`config.mk`:
```
export PLATFORM = sky130hd
export DESIGN_NAME = vga_vertical_timing
export DESIGN_NICKNAME = d
export VERILOG_FILES = /design/src/rtl/vga_vertical_timing.sv
export SDC_FILE = /design/constraint.sdc
export NUM_CORES = 1
export LEC_CHECK = 0
export ABC_CLOCK_PERIOD_IN_PS = 1800
export BUFFER_PORTS_ARGS = -buffer_cell sky130_fd_sc_hd__buf_2
export CORE_MARGIN = 2
export CORE_UTILIZATION = 36
export CTS_CLUSTER_DIAMETER = 80
export DETAILED_ROUTE_END_ITERATION = 16
export PLACE_DENSITY = 0.67
export SYNTH_ARGS = -nofsm -noshare
export SYNTH_HDL_FRONTEND = slang
export SYNTH_SLANG_ARGS = --single-unit
```
`constraint.sdc`:
```
create_clock -name clock -period 1.8 [get_ports clock]
set_input_delay 0.27 -clock clock [delete_from_list [all_inputs] [get_ports clock]]
set_output_delay 0.27 -clock clock [all_outputs]
set_load 0.1 [all_outputs]
```
`src/rtl/vga_vertical_timing.sv`:
```
// Vertical VGA timing: line counter plus ACTIVE/FRONT/SYNC/BACK phase FSM advanced by line_end.
// Optional frame_count port and counter are enabled by defining VGA_FRAME_COUNT_EN.
module vga_vertical_timing #(
    parameter int unsigned V_ACTIVE = 480,
    parameter int unsigned V_FP     = 10,
    parameter int unsigned V_SYNC   = 2,
    parameter int unsigned V_BP     = 33,
    parameter bit          SYNC_POL = 1'b0
) (
    input  logic        clock,
    input  logic        res,
    input  logic        line_end,
    output logic [9:0]  vcount,
    output logic        vsync,
    output logic        vblank,
    output logic        frame_start
`ifdef VGA_FRAME_COUNT_EN
    ,
    output logic [15:0] frame_count
`endif
);

    localparam int unsigned VW      = 10;
    localparam int unsigned CW      = VW + 1;
    localparam int unsigned V_TOTAL = V_ACTIVE + V_FP + V_SYNC + V_BP;

    localparam logic [VW-1:0] LAST_LINE = VW'(V_TOTAL - 1);
    localparam logic [CW-1:0] ACT_END   = CW'(V_ACTIVE);
    localparam logic [CW-1:0] FP_END    = CW'(V_ACTIVE + V_FP);
    localparam logic [CW-1:0] SYNC_END  = CW'(V_ACTIVE + V_FP + V_SYNC);

    typedef enum logic [1:0] {
        ACTIVE = 2'd0,
        FRONT  = 2'd1,
        SYNC   = 2'd2,
        BACK   = 2'd3
    } state_e;

    state_e        state_q, state_d;
    logic [VW-1:0] vcount_q, vcount_d;
    logic          vsync_q, vsync_d;
    logic          vblank_q, vblank_d;
    logic          frame_start_q, frame_start_d;
    logic          wrap_c;

    // Phase owning a given line; empty phases never match, so they are skipped.
    function automatic state_e phase_of(input logic [VW-1:0] line);
        logic [CW-1:0] l;
        l = {1'b0, line};
        if (l < ACT_END)       return ACTIVE;
        else if (l < FP_END)   return FRONT;
        else if (l < SYNC_END) return SYNC;
        else                   return BACK;
    endfunction

    assign wrap_c = (vcount_q == LAST_LINE);

    // Next-state and registered-output decode, evaluated on the new line number.
    always_comb begin
        vcount_d      = vcount_q;
        state_d       = state_q;
        frame_start_d = 1'b0;
        if (line_end) begin
            vcount_d      = wrap_c ? '0 : vcount_q + VW'(1);
            state_d       = phase_of(vcount_d);
            frame_start_d = wrap_c;
        end
        vsync_d  = (state_d == SYNC) ? SYNC_POL : ~SYNC_POL;
        vblank_d = (state_d != ACTIVE);
    end

    always_ff @(posedge clock) begin
        if (res) begin
            state_q       <= ACTIVE;
            vcount_q      <= '0;
            vsync_q       <= ~SYNC_POL;
            vblank_q      <= 1'b0;
            frame_start_q <= 1'b0;
        end else begin
            state_q       <= state_d;
            vcount_q      <= vcount_d;
            vsync_q       <= vsync_d;
            vblank_q      <= vblank_d;
            frame_start_q <= frame_start_d;
        end
    end

`ifdef VGA_FRAME_COUNT_EN
    localparam int unsigned FCW = 16;
    logic [FCW-1:0] frame_count_q, frame_count_d;

    // Completed frames, bumped alongside frame_start and wrapping naturally.
    always_comb begin
        frame_count_d = frame_count_q;
        if (frame_start_d) frame_count_d = frame_count_q + FCW'(1);
    end

    always_ff @(posedge clock) begin
        if (res) frame_count_q <= '0;
        else     frame_count_q <= frame_count_d;
    end

    assign frame_count = frame_count_q;
`endif

    assign vcount      = vcount_q;
    assign vsync       = vsync_q;
    assign vblank      = vblank_q;
    assign frame_start = frame_start_q;

endmodule

```
* Word-level counts from Yosys, hierarchy flattened
Cells that the tools add are included.
** Operators by class
- Reductions and logical operators :: 2
- Muxes and demuxes :: 6
- Magnitude comparators :: 3
- Add/sub/neg operators :: 1
- Equality and inequality tests :: 2
- Bitwise logic cells :: 1
** Operators by type and width (count)
- 10-bit by 9-bit < comparator with 1-bit output, second input constant :: 3
- 10-bit by 1-bit adder with 10-bit output, second input constant :: 1
- 10-bit == test, second input constant :: 1
- 10-bit 2-to-1 mux :: 1
- 2-bit 2-to-1 mux :: 3
- 2-bit == test, second input constant :: 1
- 1-bit 2-to-1 mux :: 2
- 2-bit nonzero test :: 1
- 2-bit OR reduction :: 1
- 1-bit inverter :: 1
** Word-level totals
- Bits in registers :: 15
- Input port bits :: 3
- Logic and storage cells :: 20

* Logic depth before layout (Yosys ltp)
- Word-level depth :: 9
- Depth in mapped cells :: 7

* Least setup slack after synthesis
OpenSTA, ideal clock, no wires.
- Path type :: reg2reg
- From :: reg vcount_q[0] (netlist: vcount[0])
- To :: reg state_q[1]
- Buffers on the path :: 1
- Period minus slack after synthesis :: 2.731 ns
- Arrival :: 2.642 ns
- Data required time :: 1.712 ns
- Setup slack :: -0.931 ns
- Stages on the path, launching flop included :: 8
- Cells stage by stage :: dfxtp_1 ha_1 buf_2 inv_2 or3_1 a221o_1 and3_4 a311oi_2
** On the way
- Longest elaborated chain between the ends :: 6
- Elaborated cells between the ends (all ways) :: 8
- Those cells by class :: add/sub: 1; order compare: 2; eq/ne: 1; mux: 4
** RTL lines
- from (decl) :: line 40 : logic [VW-1:0] vcount_q, vcount_d;
- from (signal assigned) :: line 81 : vcount_q <= vcount_d;
- 10-bit by 1-bit adder with 10-bit output / 10-bit == test (equally long branches) :: line 64, 56
- 10-bit 2-to-1 mux (*) :: line 64 : vcount_d = wrap_c ? '0 : vcount_q + VW'(1);
- 10-bit by 9-bit < comparator with 1-bit output :: line 51 : else if (l < FP_END) return FRONT;
- 2-bit 2-to-1 mux :: line 51
- 2-bit 2-to-1 mux (*) :: line 50 : if (l < ACT_END) return ACTIVE;
- 2-bit 2-to-1 mux (*) :: line 63 : if (line_end) begin
- to (signal assigned) :: line 80 : state_q <= state_d;
- to (decl) :: line 39 : state_e state_q, state_d;
Mark *: on every way between the ends. The rest lies on a longest branch, timed or not.
A chain may end at the register's enable or synchronous reset.

* Final worst setup path
Ends and elaborated chain as after synthesis.

==> results.json <==
{
  "status": "complete, no violations",
  "cp-start-kind": "register",
  "finalSetupViolations": 0,
  "crit_fanout": 9,
  "p_seq_share_pct": 53.4,
  "avgSynthCellArea_um2": 7.97,
  "fin_util_pct": 48.1,
  "grt.total_usage_pct": 15.1,
  "power_switching_w": 0.000201,
  "slew_headroom_pct": 67.6,
  "finalWorstSetupSlack_ns": 0.0333,
  "drt-total-wl_um": 2180,
  "slowest_stage": "dfxtp_4",
  "n_antenna_cell": 0,
  "min_path_cells": 2,
  "cts.sinks": 15,
  "crit_required_ns": 2.01,
  "tightest_slew_ns": 0.489,
  "cp_num_buf_inv": 1,
  "peakVddDrop_mv": 0.368,
  "p_sw_share_pct": 31.2,
  "detail-route-antenna-nets": 0,
  "hold_violations": 0,
  "p_leak_nw": 0.451,
  "cts-hold-fix-buffers": 0,
  "pwr-share-clk_pct": 31.3,
  "antenna_found_initial": 0,
  "place_hpwl_um": 1510,
  "syn-num-nets": 119,
  "setup.worst_path.end_class": "register",
  "p_int_w": 0.000442,
  "tritoncts": "built",
  "syn_area_um2": 908,
  "yosysTopAreaCell": "dfxtp_1",
  "synth_edf_count": 0,
  "synth_ff_type": "dfxtp_1",
  "pre_cts_ws_ns": 0.0141,
  "synth_seq_cells": 15,
  "nets": 143,
  "die_h_um": 54.2,
  "synth_cells": 114,
  "place.gp.congestion": 0.871,
  "cts_buffers": 3,
  "fp.dieArea_um2": 2940,
  "fin_crit_ns": 1.77,
  "ff2ff_path_depth": 6,
  "cellPowerDensity_nw_per_um2": 549,
  "first_global_vias": 720,
  "fp-row-count": 18,
  "grt_pass1_wl_um": 3250,
  "syn_to_final_growth_pct": 28.9,
  "rsz0062_at_grt": "yes",
  "grt_max_degree": 23,
  "wl_per_cell_um": 13.0,
  "async_reset_ff_share_pct": 0,
  "fp.coreArea_um2": 2430,
  "slew_viol_final": 0,
  "grt-ovfl-total": 0,
  "cp_data_arrival_time_ns": 1.97,
  "crit_chain": "ha_4, inv_4, or3_1, a221o_1, and3_4, a311oi_2",
  "ys_warn_count": 0,
  "slowest_delay_ns": 0.41,
  "cts.clk_slew.worst_paths_ns": 0.10,
  "path_delay_family": "compound AO/OA/AOI/OAI gates",
  "ioPinCount": 16,
  "fmax_ghz": 0.566,
  "drc": 0,
  "viasPerCell": 5.51,
  "ys_seq_area_share_pct": 33.1,
  "port_buffers": 15,
  "die_w_um": 54.2,
  "cap_viol_max_count": 0,
  "drtPass1Iterations": 4,
  "skew_ns": 0.00207,
  "drive_gt1_share_pct": 38.0,
  "setup.worst_path.class": "reg2reg",
  "min_period_over_period_pct": 98.1,
  "hold_class": "in2reg",
  "drt_iter0_drc": 20,
  "clk-insertion-delay-late_ns": 0.29,
  "yosys.area.top_type_share_pct": 33.1,
  "yosysUniqueCellTypes": 43,
  "h-tree-depth": 1,
  "start_util_pct": 37.3,
  "synthTopCellsByArea": "dfxtp_1 33%, nor2_1 5.4%, nand3_1 5.0%",
  "cts-root-buf": "clkbuf_4",
  "combPwrFrac_pct": 15.2,
  "cts.path.max_buffers": 2,
  "path_depth": 6,
  "vias": 920,
  "whs_ns": 0.328
}
==> repair_timing <==
action	in CTS	in global routing
pin swaps	0	0
buffers inserted	1	5
endpoints found under the setup margin	1	3
resized for setup	1	3
==> cells in the mapped netlist, types with 2 or more instances <==
cell	count
nand3b_1	4
and2_1	2
a21oi_1	7
nor3_1	5
ha_1	2
o21ai_0	5
nand4_2	2
o21bai_1	2
clkbuf_1	4
nand3_1	9
xor2_1	2
nor2_1	13
buf_2	2
inv_1	3
dfxtp_1	15
xnor2_1	3
or3_1	2
nand2_1	7
==> path summary, 6_finish.rpt <==
path         slack, ns          to      start
max               0.03  state_q[1]  vcount[0]
min               0.33   vcount[5]        res
max reg2reg       0.03  state_q[1]  vcount[0]
min reg2reg       0.50   vcount[9]  vcount[9]
==> sequential cells by signal (all words and copies together), names as in the netlist <==
register     count
frame_start      1
state_q          2
vblank           1
vcount          10
vsync            1
==> worst reg2reg max path, cell delays in order, from the launching register on <==
cell and delay, ns:
dfxtp_4 0.41, ha_4 0.16, inv_4 0.04, or3_1 0.30, a221o_1 0.38, and3_4 0.21
a311oi_2 0.19
==> metrics by stage <==
step	power, W	cell area (um^2)	cells	setup TNS, ns
3_5_place_dp	0.000445	1070	157	0
4_1_cts	0.000644	1120	162	0
3_3_place_gp	0.000442	1070	157	0
5_1_grt	0.000674	1170	167	-0.0221
6_report	0.000642	1170	167	0
2_1_floorplan	0.000426	957	114	-0.451
==> cells in the final DEF (no fill, tap or decap), types with 4 or more instances in the layout <==
cell type  synthesis  routed
dfxtp_4            0       6
nand3b_1           4       4
nand3_1            9       8
dfxtp_1           15       5
dfxtp_2            0       4
buf_4              0      11
nor2_1            13      13
buf_2              2      15
nand2_1            7       7
o21ai_0            5       5
a21oi_1            7       7
nor3_1             5       5
==> cell type report <==
type	instances	area (um^2)
Timing Repair Buffer	26	158
Inverter	4	17.5
Clock inverter	1	5.00
Clock buffer	3	22.5
Sequential cell	15	328
Tap cell	30	37.5
Fill cell	231	1260
Multi-Input combinational cell	88	603
==> power by group through the flow <==
stage / Sequential (W) / Combinational, W / Clock (W)
2_1_floorplan: 0.000388 / 0.0000383 / 0
3_3_place_gp: 0.000350 / 0.0000921 / 0
3_5_place_dp: 0.000351 / 0.0000935 / 0
5_1_grt: 0.000345 / 0.000104 / 0.000225
4_1_cts: 0.000343 / 0.0000944 / 0.000206
6_report: 0.000343 / 0.0000979 / 0.000201
==> routing by layer <==
layer,vias to the layer above,wire length (um),GRT usage (%)
li1,460,-,-
met1,430,976,20.3
met2,25,1050,24.5
met3,5,105,1.64
met4,0,43,6.25
met5,-,0,0
==> logic make-up (layout without fill, tap and decap cells) <==
group | count (synthesis) | count (layout) | synth area share (%)
DFF | 15 | 15 | 33.1
AOI/OAI and AO/OA | 26 | 26 | 19.8
muxes | 1 | 1 | 1.10
xor gates and xnor gates | 5 | 5 | 4.82
adders and majority gates | 2 | 2 | 2.75
buffers and inverters | 11 | 34 | 4.82
and+or+nand+nor | 54 | 54 | 33.6
Power figures use the tool's default switching activity.
